### config.mk
export PLATFORM = sky130hd
export DESIGN_NAME = pipe_hazard_ctrl
export DESIGN_NICKNAME = d
export VERILOG_FILES = /design/src/rtl/pipe_pkg.sv /design/src/rtl/fwd_unit.sv /design/src/rtl/pipe_hazard_ctrl.sv
export SDC_FILE = /design/constraint.sdc
export NUM_CORES = 1
export LEC_CHECK = 0
export BUFFER_PORTS_ARGS = -buffer_cell sky130_fd_sc_hd__buf_2
export CORE_UTILIZATION = 39
export DETAILED_ROUTE_END_ITERATION = 12
export MAX_ROUTING_LAYER = met4
export PLACE_DENSITY_LB_ADDON = 0.12
export SLEW_MARGIN = 25
export SYNTH_ARGS = -nofsm -noshare
export SYNTH_HDL_FRONTEND = slang
export SYNTH_SLANG_ARGS = --single-unit
### constraint.sdc
create_clock -name clk -period 1.93 [get_ports clk]
set_input_delay 0.193 -clock clk [delete_from_list [all_inputs] [get_ports clk]]
set_output_delay 0.193 -clock clk [all_outputs]
set_load 0.02 [all_outputs]
### src/rtl/pipe_pkg.sv
// rtl/pipe_pkg.sv - shared types and constants for the pipeline hazard controller
package pipe_pkg;

    // Hazard controller state, also exported on busy_state
    typedef enum logic [1:0] {
        ST_RUN      = 2'd0,
        ST_LU_STALL = 2'd1,
        ST_DM_WAIT  = 2'd2
    } hz_state_t;

    // Operand source select encodings
    localparam logic [1:0] FWD_RF     = 2'd0;
    localparam logic [1:0] FWD_EXEMEM = 2'd1;
    localparam logic [1:0] FWD_MEMWB  = 2'd2;

    // Default parameter values
    localparam int DEF_DATA_W   = 32;
    localparam int DEF_REG_AW   = 5;
    localparam int DEF_LOAD_LAT = 1;
    localparam int DEF_CNT_W    = 16;

endpackage

### src/rtl/fwd_unit.sv
// rtl/fwd_unit.sv - combinational forwarding select for one decode-stage source operand
// Ports:
//   src_addr/src_read            decode-stage source register and its valid flag
//   mem_write_addr/mem_reg_write EXE/MEM destination (highest priority)
//   wb_write_addr/wb_reg_write   MEM/WB destination
//   fwd_sel                      0 regfile, 1 EXE/MEM result, 2 MEM/WB result
module fwd_unit
    import pipe_pkg::*;
#(
    parameter int REG_AW = DEF_REG_AW
) (
    input  logic [REG_AW-1:0] src_addr,
    input  logic              src_read,
    input  logic [REG_AW-1:0] mem_write_addr,
    input  logic              mem_reg_write,
    input  logic [REG_AW-1:0] wb_write_addr,
    input  logic              wb_reg_write,
    output logic [1:0]        fwd_sel
);

    always_comb begin
        fwd_sel = FWD_RF;
        // r0 is hard-wired zero and is never forwarded
        if (src_read && (src_addr != '0)) begin
            if (mem_reg_write && (mem_write_addr == src_addr)) begin
                fwd_sel = FWD_EXEMEM;
            end else if (wb_reg_write && (wb_write_addr == src_addr)) begin
                fwd_sel = FWD_MEMWB;
            end
        end
    end

endmodule

### src/rtl/pipe_hazard_ctrl.sv
// rtl/pipe_hazard_ctrl.sv - forwarding, load-use/branch/memory-wait hazard control and perf counters
// Ports:
//   clk, rst (async active-low)
//   id_*        decode-stage source addresses and read flags
//   exe_*/mem_*/wb_*  later-stage destinations, write enables, load flag
//   branch_true taken branch in EXE; dm_busy data memory not ready
//   fwd_sel*    operand source selects
//   *_stall, *_flush  pipeline register controls
//   stall_cnt, flush_cnt  saturating counters; busy_state current state
module pipe_hazard_ctrl
    import pipe_pkg::*;
#(
    parameter int DATA_W   = DEF_DATA_W,
    parameter int REG_AW   = DEF_REG_AW,
    parameter int LOAD_LAT = DEF_LOAD_LAT,
    parameter int CNT_W    = DEF_CNT_W
) (
    input  logic              clk,
    input  logic              rst,
    input  logic [REG_AW-1:0] id_reg1_addr,
    input  logic [REG_AW-1:0] id_reg2_addr,
    input  logic [REG_AW-1:0] id_sw_addr,
    input  logic              id_reg1_read,
    input  logic              id_reg2_read,
    input  logic              id_sw_read,
    input  logic [REG_AW-1:0] exe_write_addr,
    input  logic              exe_reg_write,
    input  logic              exe_DM_read,
    input  logic [REG_AW-1:0] mem_write_addr,
    input  logic              mem_reg_write,
    input  logic [REG_AW-1:0] wb_write_addr,
    input  logic              wb_reg_write,
    input  logic              branch_true,
    input  logic              dm_busy,
    output logic [1:0]        fwd_sel1,
    output logic [1:0]        fwd_sel2,
    output logic [1:0]        fwd_selsw,
    output logic              pc_stall,
    output logic              ifid_stall,
    output logic              idexe_stall,
    output logic              exemem_stall,
    output logic              ifid_flush,
    output logic              idexe_flush,
    output logic [CNT_W-1:0]  stall_cnt,
    output logic [CNT_W-1:0]  flush_cnt,
    output logic [1:0]        busy_state
);

    if (LOAD_LAT < 1 || LOAD_LAT > 7 || DATA_W < 1) begin : g_param_check
        $error("pipe_hazard_ctrl: LOAD_LAT must be 1..7 and DATA_W positive");
    end

    localparam logic [2:0] LU_INIT = 3'(LOAD_LAT - 1);

    hz_state_t  state, state_nx;
    logic [2:0] lu_cnt, lu_cnt_nx;
    logic       armed;
    logic       load_use;

    fwd_unit #(.REG_AW(REG_AW)) u_fwd_reg1 (
        .src_addr(id_reg1_addr), .src_read(id_reg1_read),
        .mem_write_addr(mem_write_addr), .mem_reg_write(mem_reg_write),
        .wb_write_addr(wb_write_addr), .wb_reg_write(wb_reg_write),
        .fwd_sel(fwd_sel1)
    );
    fwd_unit #(.REG_AW(REG_AW)) u_fwd_reg2 (
        .src_addr(id_reg2_addr), .src_read(id_reg2_read),
        .mem_write_addr(mem_write_addr), .mem_reg_write(mem_reg_write),
        .wb_write_addr(wb_write_addr), .wb_reg_write(wb_reg_write),
        .fwd_sel(fwd_sel2)
    );
    fwd_unit #(.REG_AW(REG_AW)) u_fwd_sw (
        .src_addr(id_sw_addr), .src_read(id_sw_read),
        .mem_write_addr(mem_write_addr), .mem_reg_write(mem_reg_write),
        .wb_write_addr(wb_write_addr), .wb_reg_write(wb_reg_write),
        .fwd_sel(fwd_selsw)
    );

    assign load_use = exe_DM_read && exe_reg_write && (exe_write_addr != '0) &&
                      ((id_reg1_read && (id_reg1_addr == exe_write_addr)) ||
                       (id_reg2_read && (id_reg2_addr == exe_write_addr)) ||
                       (id_sw_read   && (id_sw_addr   == exe_write_addr)));

    // armed stays low through reset and the first cycle after release so that
    // only dm_busy can drive the controls before the pipeline is live
    always_ff @(posedge clk or negedge rst) begin
        if (!rst) begin
            state  <= ST_RUN;
            lu_cnt <= '0;
            armed  <= 1'b0;
        end else begin
            state  <= state_nx;
            lu_cnt <= lu_cnt_nx;
            armed  <= 1'b1;
        end
    end

    // DM_WAIT with dm_busy low is the release cycle: it behaves like RUN so a
    // load-use that was frozen behind the memory wait is still caught
    always_comb begin
        state_nx  = state;
        lu_cnt_nx = lu_cnt;
        if (dm_busy) begin
            state_nx  = ST_DM_WAIT;
            lu_cnt_nx = '0;
        end else if (!armed || branch_true) begin
            state_nx  = ST_RUN;
            lu_cnt_nx = '0;
        end else begin
            case (state)
                ST_LU_STALL: begin
                    lu_cnt_nx = lu_cnt - 3'd1;
                    if (lu_cnt == 3'd1) begin
                        state_nx = ST_RUN;
                    end
                end
                default: begin
                    state_nx  = ST_RUN;
                    lu_cnt_nx = '0;
                    if (load_use && (LOAD_LAT > 1)) begin
                        state_nx  = ST_LU_STALL;
                        lu_cnt_nx = LU_INIT;
                    end
                end
            endcase
        end
    end

    always_comb begin
        pc_stall     = 1'b0;
        ifid_stall   = 1'b0;
        idexe_stall  = 1'b0;
        exemem_stall = 1'b0;
        ifid_flush   = 1'b0;
        idexe_flush  = 1'b0;
        if (dm_busy) begin
            pc_stall     = 1'b1;
            ifid_stall   = 1'b1;
            idexe_stall  = 1'b1;
            exemem_stall = 1'b1;
        end else if (armed) begin
            if (branch_true) begin
                ifid_flush  = 1'b1;
                idexe_flush = 1'b1;
            end else if (state == ST_LU_STALL) begin
                pc_stall   = 1'b1;
                ifid_stall = 1'b1;
            end else if (load_use) begin
                pc_stall    = 1'b1;
                ifid_stall  = 1'b1;
                idexe_flush = 1'b1;
            end
        end
    end

    always_ff @(posedge clk or negedge rst) begin
        if (!rst) begin
            stall_cnt <= '0;
            flush_cnt <= '0;
        end else begin
            if (pc_stall && (stall_cnt != '1)) begin
                stall_cnt <= stall_cnt + 1'b1;
            end
            if (ifid_flush && (flush_cnt != '1)) begin
                flush_cnt <= flush_cnt + 1'b1;
            end
        end
    end

    assign busy_state = state;

endmodule

==> results.json, run 1 <==
{
  "finalPower_mw": 2.711,
  "clockBufferDepth": 2,
  "drive_gt1_share_pct": 43.01,
  "met2_usage_pct": 30.96,
  "grt_use_total_pct": 20.40,
  "row_count": 27,
  "critical_path.most_common_cell": "buf_6",
  "synth_top_area_cell": "dfrtp_1",
  "initial_utilization_pct": 40.83,
  "outcome": "finished, final reports clean",
  "overflow": 0,
  "startpoint": "exe_write_addr[3]",
  "slew_viol_final": 0,
  "port_buffers": 85,
  "worstSetupPathType": "in -> out",
  "grtUsageMet3_pct": 3.721,
  "ant_nets": 0,
  "postLayoutCellArea_um2": 3273,
  "min_from": "dm_busy",
  "ir_drop_v": 0.0006612,
  "globalplace.congestion": 0.9080,
  "ys.flop_type": "dfrtp_1",
  "cts.sinks": 34,
  "firstDrtPassIters": 4,
  "rsz0062_at_grt": "yes",
  "cts_root_buf": "clkbuf_8",
  "yosys_warnings": 0,
  "die_h_um": 78.16,
  "die_area_um2": 6109,
  "critPathLaunchType": "input port",
  "syn_nets": 279,
  "antenna_found_initial": 0,
  "fin_crit_ps": 1919,
  "drt-total-wl_um": 5820,
  "cp_max_fo": 4,
  "cts_buffers": 5,
  "postPlaceCellArea_um2": 3019,
  "netlist_area_um2": 2262,
  "r2r-start": "stall_cnt[0]$_DFFE_PN0P_",
  "n_antenna_cell": 0,
  "hold_viol_final": 0,
  "yosysMostFrequentCell": "xor2_1",
  "leakagePower_nw": 1.609,
  "multi_input_area_um2": 1403,
  "dpl.hpwl_um": 4618,
  "syn_to_final_growth_pct": 44.69,
  "synth_edf_count": 0,
  "yosysSeqAreaShare_pct": 37.61,
  "worstHoldPathType": "in -> reg",
  "setup_viol": 0,
  "cp_slowest_stage_delay_ps": 370,
  "vias": 2128,
  "final-seq-area_um2": 853.3,
  "power_density_nw_per_um2": 828.4,
  "grt_start_max_net_pins": 35,
  "detail_route.vias_per_cell": 4.870,
  "ys_seq_elements": 34,
  "cp_cell_sequence": "buf_8 > xor2_1 > nor4_2 > nand3_1 > and3_4 > o41a_4 > buf_6 > inv_4 > buf_6",
  "cp-end-kind": "primary output",
  "fillers": 542,
  "synth_cell_types": 37,
  "critPathRequiredTime_ps": 1740,
  "global_route.usage.met1_pct": 27.23,
  "drtIter0Drc": 79,
  "htree_levels": 2,
  "synthTopCellsByArea": "dfrtp_1 (38%), xor2_1 (19%), xnor2_1 (8.1%), nand3_1 (4.4%), nand2_1 (3.3%)",
  "die_x_um": 78.16,
  "busiest_layer": "met2",
  "clkTransAtPathRegs_ps": 70,
  "drc_errors": 0,
  "ys_async_sr_fraction_pct": 100.0,
  "worst_path_max_delay_cell": "o41a_4",
  "cp.arrival_ps": 1730,
  "fin_nets": 407,
  "fin_skew_ps": 9.196,
  "netlist.area_leader.share_pct": 37.61,
  "clkLatencyLatePin_ps": 290,
  "fmax_mhz": 521.1,
  "tritoncts": "built",
  "hold_ws_ps": 80.31,
  "coreArea_um2": 5540,
  "cap_violations": 0,
  "wl_per_cell_um": 13.32,
  "grt_pass1_wl_um": 9390,
  "tns_ps": 0,
  "grt_pass1_vias": 2002,
  "syn_avg_cell_area_um2": 9.585,
  "min_period_over_period_pct": 99.42,
  "synth_common_cells": "xor2_1 (50), dfrtp_1 (34), xnor2_1 (21)",
  "pin_count": 87,
  "syn_inst": 236
}
==> critical path: cells and delay by family <==
| family | cells | cell delay (ps) |
|---|---|---|
| AOI/OAI and AO/OA | 1 | 370 |
| and+or+nand+nor | 3 | 600 |
| xor gates and xnor gates | 1 | 160 |
| buffers and inverters | 4 | 390 |
==> power breakdown <==
part           switching [mW]  internal, mW  total (mW)
clock                   0.261         0.287       0.548
combinational           0.641         0.524        1.16
sequential              0.125         0.873       0.999
total                    1.03          1.68        2.71
==> layout make-up <==
cell class                 instances  area share [%]
clock inverter                     2          0.3823
inverter                           5          0.6498
clock buffer                       6           2.523
tap                               72           2.752
timing repair buffer             127           24.77
multi-input combinational        191           42.85
sequential                        34           26.07
==> cell families after synthesis <==
logic type,Yosys count,synth area share [%]
AND/OR/NAND/NOR,102,24.94
other,2,0.3320
adder cells (fa/ha/maj),2,1.106
AO/OA/AOI/OAI,8,2.765
XOR/XNOR,71,27.49
multiplexers,6,2.931
flip-flops,34,37.61
buffers and inverters,11,2.821
==> path summary, 6_finish.rpt <==
check | endpoint | slack, ps | cells past startpoint
min in group asynchronous | flush_cnt[10]$_DFFE_PN0P_ | 470 | 3
worst max-delay path | ifid_stall | 10 | 9
worst max register to register | stall_cnt[1]$_DFFE_PN0P_ | 120 | 6
max in group asynchronous | stall_cnt[1]$_DFFE_PN0P_ | 1120 | 3
worst min-delay path | busy_state[1]$_DFF_PN0_ | 80 | 1
worst min register to register | stall_cnt[11]$_DFFE_PN0P_ | 490 | 1
==> placed cells by master, fill, tap and decap left out, drive strengths merged <==
master       instances
ha                   2
nand2               20
o21a                 1
inv                  5
buf                126
nor4b                1
xnor2               21
a31oi                1
nor2b                2
conb                 2
and4                 1
o21ai                3
or3                  1
nand3               20
or4                  4
clkinvlp             1
nor3                 5
mux2                 5
dfrtp               34
clkinv               1
a21oi                1
dlygate4sd3          1
nor3b                5
or2                  1
clkbuf               6
nand2b               1
nor2                17
o41a                 1
xor2                50
and2                 2
o211ai               1
nand4                7
mux2i                1
nor4                10
and3                 5
==> per-stage QoR <==
step / setup slack (ps) / std cells / utilization, %
floorplan: -75.73 / 236 / -
global placement: -254.7 / 424 / 54.49
detailed placement: -305.2 / 424 / 54.49
CTS: -99.83 / 435 / 58.08
global route: -71.90 / 437 / 59.08
finish: 11.13 / 437 / 59.08
==> sequential cells by signal (all words and copies together) (netlist names) <==
register / count
stall_cnt: 16
flush_cnt: 16
busy_state: 1
armed: 1
==> what timing repair did <==
action	CTS	global route
pin swaps	10	10
cloned	0	0
buffers inserted	2	2
hold buffers	1	0
resized for setup	21	10
endpoints found under the setup margin	3	17
endpoints found under the hold margin	34	0
==> routing by layer <==
metal | wire length [um] | vias up
met1 | 2730 | 998
met5 | 0 | -
met3 | 289 | 8
li1 | - | 1061
met4 | 89 | 0
met2 | 2711 | 61
Power figures use the tool's default switching activity.
==> inputs of run 2 (changes only) <==
Settings changed: ABC_AREA set to 1.
==> run 2 against run 1 <==
Effect of this change:
- the run now ends with design-rule violations, negative hold slack left
- worst setup slack better by 180 ps
- largest power group is now sequential cells
- combinational power shrank 41%
- critical endpoint is now stall_cnt[11]$_DFFE_PN0P_
- synthesized cell count increased by 66%
- cell count rose by 27%
- via count is 30% higher
- sequential cell count did not move
- wire length rose by 20%
- highest routed layer unchanged
- largest cell class unchanged
==> results.json, run 2 <==
{
  "yosys_warnings": 0,
  "clkLatencyLatePin_ps": 280,
  "synth_common_cells": "nand2_1 (126), inv_1 (47), nand3_1 (35), nor2_1 (35), dfrtp_1 (34)",
  "clockBufferDepth": 2,
  "netlist_area_um2": 2638,
  "worstHoldPathType": "in -> async",
  "die_h_um": 84.24,
  "cp_max_fo": 14,
  "overflow": 0,
  "global_route.usage.met1_pct": 27.23,
  "most-common-layout-cells": "nand2_1 (126), buf_2 (85), inv_1 (47), nor2_1 (35), nand3_1 (35)",
  "fin_skew_ps": 9.585,
  "netlist.area_leader.share_pct": 32.26,
  "wl_per_cell_um": 12.59,
  "coreArea_um2": 6422,
  "syn_to_final_growth_pct": 22.34,
  "switching_share_pct": 37.55,
  "dpl_worst_slack_ps": 148.9,
  "drtIter0Drc": 137,
  "grtUsageMet3_pct": 4.228,
  "power_density_nw_per_um2": 665.3,
  "globalplace.congestion": 0.9036,
  "dpl.hpwl_um": 5652,
  "clkTransAtPathRegs_ps": 70,
  "fin_crit_ps": 1741,
  "power.switching_mw": 0.8062,
  "p_comb_share_pct": 31.6,
  "mostFrequentLayoutCell": "nand2_1",
  "setup_ws_ps": 188.6,
  "relSlewSlack_pct": 48.62,
  "grt_start_max_net_pins": 35,
  "min_period_over_period_pct": 90.23,
  "worst_path_max_delay_cell": "dfrtp_2",
  "ant_nets": 0,
  "initial_utilization_pct": 41.07,
  "hold_ws_ps": -20.90,
  "ys_async_sr_fraction_pct": 100.0,
  "syn_nets": 435,
  "grt_pass1_wl_um": 12190,
  "p_int_mw": 1.341,
  "p_seq_share_pct": 43.3,
  "finalPower_mw": 2.147,
  "pin_count": 87,
  "cp_slowest_stage_delay_ps": 410,
  "ys.flop_type": "dfrtp_1",
  "met2_usage_pct": 35.54,
  "rsz0062_at_grt": "no",
  "leakagePower_nw": 1.795,
  "drt-total-wl_um": 7010,
  "syn_inst": 392,
  "drive_gt1_share_pct": 22.29,
  "yosysMostFrequentCell": "nand2_1",
  "holdBufCountCts": 0,
  "detail_route.vias_per_cell": 4.986,
  "synth_edf_count": 0,
  "firstDrtPassIters": 9,
  "critical_path.most_common_cell": "nand2_1",
  "vias": 2777,
  "slew_viol_final": 0,
  "cp_cell_sequence": "ha_2 > nand3_2 > nor3_4 > nand3_1 > nor2_2 > inv_2 > nand2_8 > nand2_1 > nand2_1",
  "n_antenna_cell": 0,
  "fmax_mhz": 574.2,
  "fin_nets": 522,
  "antenna_found_initial": 0,
  "ir_drop_v": 0.0005779,
  "cts_buffers": 5,
  "r2r-start": "stall_cnt[0]$_DFFE_PN0P_",
  "cts_root_buf": "clkbuf_8",
  "r2r_cells": 9,
  "grt_use_total_pct": 21.75,
  "tns_ps": 0,
  "critPathRequiredTime_ps": 2150,
  "final_core_util_pct": 50.24,
  "cp.arrival_ps": 1960,
  "row_count": 29,
  "synth_top_area_cell": "dfrtp_1",
  "cts.sinks": 34,
  "syn_avg_cell_area_um2": 6.728,
  "htree_levels": 2,
  "die_area_um2": 7096,
  "synthTopCellsByArea": "dfrtp_1 (32%), nand2_1 (18%), xor2_1 (8.3%), inv_1 (6.7%), nand3_1 (6.6%)",
  "synth_cell_types": 29,
  "clkPwrFrac_pct": 25.1,
  "ys_seq_elements": 34,
  "port_buffers": 85,
  "grt_pass1_vias": 2681,
  "worstSetupPathType": "reg -> reg",
  "outcome": "finished with violations",
  "die_x_um": 84.24,
  "rr_endpoint": "stall_cnt[11]$_DFFE_PN0P_",
  "cp-end-kind": "register",
  "tightest_slew_ps": 770.7,
  "yosysSeqAreaShare_pct": 32.26,
  "hold_viol_final": 31,
  "top_regs": "flush_cnt (16), stall_cnt (16)",
  "critPathLaunchType": "register",
  "tritoncts": "built",
  "violations": "design-rule violations, negative hold slack",
  "r2r_slack_ps": 190,
  "drc_errors": 16,
  "setup_viol": 0,
  "cap_violations": 0,
  "busiest_layer": "met2"
}
[run 2: changes by cell type after synthesis, moves of 5 or more]
| cell | before | now |
|---|---|---|
| nand3_1 | 20 | 35 |
| nand2_1 | 20 | 126 |
| xor2_1 | 50 | 25 |
| inv_1 | 5 | 47 |
| xnor2_1 | 21 | 14 |
| nand3b_1 | 0 | 5 |
| nor3_1 | 3 | 14 |
| nor2_1 | 17 | 35 |
| a21oi_1 | 1 | 9 |
[run 2: how the worst max path moves through the flow]
stage | startpoint | end | slack (ps) | depth (start not counted)
after floorplan | stall_cnt[0]$_DFFE_PN0P_ | stall_cnt[2]$_DFFE_PN0P_ | 200 | 9
after global placement | stall_cnt[0]$_DFFE_PN0P_ | stall_cnt[14]$_DFFE_PN0P_ | 200 | 9
after detailed placement | stall_cnt[0]$_DFFE_PN0P_ | stall_cnt[13]$_DFFE_PN0P_ | 150 | 9
after CTS | stall_cnt[0]$_DFFE_PN0P_ | stall_cnt[10]$_DFFE_PN0P_ | 120 | 9
after global routing | stall_cnt[0]$_DFFE_PN0P_ | stall_cnt[2]$_DFFE_PN0P_ | 10 | 9
final | stall_cnt[0]$_DFFE_PN0P_ | stall_cnt[11]$_DFFE_PN0P_ | 190 | 9
[run 2: area by class of cell]
cell class                 count  area [um2]
fill                         674        3196
multi-input combinational    299        1544
sequential                    34       852.1
timing repair buffer          89       455.4
inverter                      50       187.7
tap                           77       96.34
clock buffer                   7       86.33
clock inverter                 1       5.005
[run 2: kinds of logic after synthesis]
group                      after synthesis  share of synthesized area (%)
DFF                                     34                          32.26
other                                    2                         0.2847
buffers and inverters                   59                          9.630
adders and majority gates                2                         0.9486
and+or+nand+nor                        234                          39.00
xor gates and xnor gates                39                          12.95
AOI/OAI and AO/OA                       22                          4.933
[run 2: metal layers]
layer / share of wire (%) / wire length, um
met4: 1.3 / 89
met1: 47 / 3267
met2: 46 / 3245
met5: 0 / 0
met3: 5.8 / 407
[run 2: worst max-delay path, delay by kind of cell, from the launching register on]
| kind | cells | cell delay [ps] |
|---|---|---|
| buffers and inverters | 1 | 140 |
| adders and majority gates | 1 | 230 |
| DFF | 1 | 410 |
| and+or+nand+nor | 7 | 900 |
[run 2: power by group through the flow]
stage	Combinational [mW]	Clock [mW]	Sequential [mW]
detailed placement	0.659	0	0.944
floorplan	0.315	0	1.03
global route	0.762	0.602	0.938
CTS	0.661	0.569	0.931
global placement	0.653	0	0.938
finish	0.679	0.539	0.929
[run 2: through the flow]
step / cell area [um2] / std cells
after global routing: 3227 / 557
final: 3227 / 557
after global placement: 3108 / 547
after CTS: 3199 / 555
after floorplan: 2638 / 392
after detailed placement: 3108 / 547
[run 2: repair_timing]
item / 4_1_cts / 5_1_grt
gates resized for setup: 0 / 3
buffers inserted: 0 / 2
endpoints found under the setup margin: 0 / 13
==> inputs of run 3 (changes only) <==
Settings changed: BUFFER_PORTS_ARGS -buffer_cell sky130_fd_sc_hd__buf_2 to -buffer_cell sky130_fd_sc_hd__buf_4, CORE_UTILIZATION 39 to 46, GPL_ROUTABILITY_DRIVEN set to 0.
==> run 3 against run 2 <==
Effect of this change:
- the flow now finishes without violations
- hold slack gained 93 ps
- final area grew 5.5%
- die area is 15% lower
- utilization rose by 12 points
- clock power is 4% lower
- sequential cell count unchanged
- worst setup slack improved by 21 ps
- sequential share of layout area is 1.4 points lower
- via count rose by 1.5%
- non-clock buffer count decreased by 2
- critical path depth did not move
- largest power group unchanged
- highest routed layer unchanged
==> results.json, run 3 (same netlist as run 2, synthesis figures left out) <==
{
  "grt_pass1_vias": 2685,
  "clkPwrFrac_pct": 23.6,
  "worstHoldPathType": "in -> reg",
  "overflow": 0,
  "fin_crit_ps": 1720,
  "cap_violations": 0,
  "min_period_over_period_pct": 89.14,
  "cp_max_fo": 14,
  "switching_share_pct": 36.65,
  "fillers": 527,
  "syn_to_final_growth_pct": 29.03,
  "firstDrtPassIters": 4,
  "power_density_nw_per_um2": 646.8,
  "critPathLaunchType": "register",
  "fin_nets": 520,
  "coreArea_um2": 5507,
  "mostFrequentLayoutCell": "nand2_1",
  "setup_viol": 0,
  "cts_root_buf": "clkbuf_8",
  "crit_family": "simple AND/OR/NAND/NOR gates",
  "rsz0062_at_grt": "no",
  "drc_errors": 0,
  "top_regs": "flush_cnt (16), stall_cnt (16)",
  "critPathRequiredTime_ps": 2150,
  "most-common-layout-cells": "nand2_1 (126), buf_4 (86), inv_1 (47), nor2_1 (35), nand3_1 (35)",
  "port_buffers": 85,
  "htree_levels": 2,
  "clockBufferDepth": 2,
  "cp.arrival_ps": 1940,
  "drtIter0Drc": 195,
  "p_int_mw": 1.394,
  "fin_skew_ps": 7.396,
  "cp-end-kind": "register",
  "die_area_um2": 6040,
  "clkLatencyLatePin_ps": 280,
  "grt_pass1_wl_um": 12240,
  "r2r_slack_ps": 210,
  "grt_start_max_net_pins": 35,
  "tns_ps": 0,
  "wl_per_cell_um": 13.24,
  "vias": 2819,
  "row_count": 27,
  "power.switching_mw": 0.8068,
  "p_seq_share_pct": 42.8,
  "postCtsSetupRepairBufs": 0,
  "ir_drop_v": 0.0005637,
  "multi_input_area_um2": 1535,
  "detail_route.vias_per_cell": 5.144,
  "path_buf_inv": 1,
  "hold_viol_final": 0,
  "worstSetupPathType": "reg -> reg",
  "p_comb_share_pct": 33.6,
  "n_antenna_cell": 0,
  "drive_gt1_share_pct": 21.64,
  "cp_cell_sequence": "ha_2 > nand3_2 > nor3_4 > nand3_1 > nor2_2 > inv_2 > nand2_4 > nand2_1 > nand2_1",
  "cts.sinks": 34,
  "slew_viol_final": 0,
  "setup_ws_ps": 209.6,
  "dpl.hpwl_um": 5686,
  "die_x_um": 77.72,
  "pin_count": 87,
  "outcome": "finished, final reports clean",
  "ant_nets": 0,
  "tritoncts": "built",
  "initial_utilization_pct": 47.90,
  "final-seq-area_um2": 852.1,
  "fmax_mhz": 581.3,
  "critical_path.most_common_cell": "nand2_1",
  "leakagePower_nw": 1.816,
  "grt_use_total_pct": 26.17,
  "antenna_found_initial": 0,
  "cp_slowest_stage_delay_ps": 420,
  "die_h_um": 77.72,
  "cts_buffers": 5,
  "dpl_worst_slack_ps": 186.6,
  "worst_path_max_delay_cell": "dfrtp_1",
  "drt-total-wl_um": 7258,
  "clkTransAtPathRegs_ps": 70
}
==> run 3: changes by cell type in the layout (fill, tap and decap cells not counted), sizes merged <==
cell / before / now
buf: 89 / 86
clkbuf: 7 / 6
clkinv: 1 / 0
dlygate4sd3: 0 / 1
==> run 3: repair_timing <==
| action | CTS | global route |
|---|---|---|
| resized for setup | 0 | 2 |
| hold buffers | 1 | 0 |
| hold endpoints to repair | 34 | 0 |
| endpoints found under the setup margin | 0 | 13 |
==> run 3: path summary, 6_finish.rpt <==
kind,end,depth (start not counted),start
worst min-delay path,busy_state[1]$_DFF_PN0_,1,dm_busy
max in group asynchronous,stall_cnt[0]$_DFFE_PN0P_,2,rst
min in group asynchronous,stall_cnt[1]$_DFFE_PN0P_,2,rst
worst max register to register,stall_cnt[15]$_DFFE_PN0P_,9,stall_cnt[1]$_DFFE_PN0P_
worst min register to register,flush_cnt[15]$_DFFE_PN0P_,1,flush_cnt[15]$_DFFE_PN0P_
worst max-delay path,stall_cnt[15]$_DFFE_PN0P_,9,stall_cnt[1]$_DFFE_PN0P_
==> run 3: layer usage <==
| metal | GRT usage (%) | vias up | part of all wire, % |
|---|---|---|---|
| li1 | - | 1404 | - |
| met1 | 32.69 | 1317 | 45 |
| met2 | 43.10 | 87 | 47 |
| met3 | 5.529 | 11 | 6.2 |
| met4 | 6.604 | 0 | 1.2 |
| met5 | - | - | 0 |
==> run 3: power by group through the flow <==
| stage | registers, mW | logic [mW] | clock network [mW] |
|---|---|---|---|
| 2_1_floorplan | 1.03 | 0.315 | 0 |
| 3_3_place_gp | 0.942 | 0.725 | 0 |
| 3_5_place_dp | 0.950 | 0.735 | 0 |
| 4_1_cts | 0.937 | 0.742 | 0.534 |
| 5_1_grt | 0.953 | 0.821 | 0.562 |
| 6_report | 0.942 | 0.740 | 0.519 |
==> run 3: worst reg2reg max path: cells and delay by family, from the launching register on <==
family	cells	cell delay (ps)
flip-flops	1	420
buffers and inverters	1	130
AND/OR/NAND/NOR	7	880
adder cells (fa/ha/maj)	1	260
==> run 3: area by class of cell <==
cell class | instances | area share, %
Inverter | 50 | 5.515
Timing Repair Buffer | 87 | 19.26
Multi-Input combinational cell | 299 | 45.11
Tap cell | 72 | 2.647
Clock buffer | 6 | 2.426
Sequential cell | 34 | 25.04
==> run 3: stage by stage <==
step	hold slack, ps	instances	util, %	total power [mW]	cell area [um2]
final	72.31	548	61.80	2.201	3403
after floorplan	-102.6	392	-	1.345	2638
after global placement	164.7	541	60.05	1.667	3307
after CTS	66.92	548	61.74	2.214	3400
after global routing	63.71	548	61.80	2.337	3403
after detailed placement	165.9	541	60.05	1.685	3307
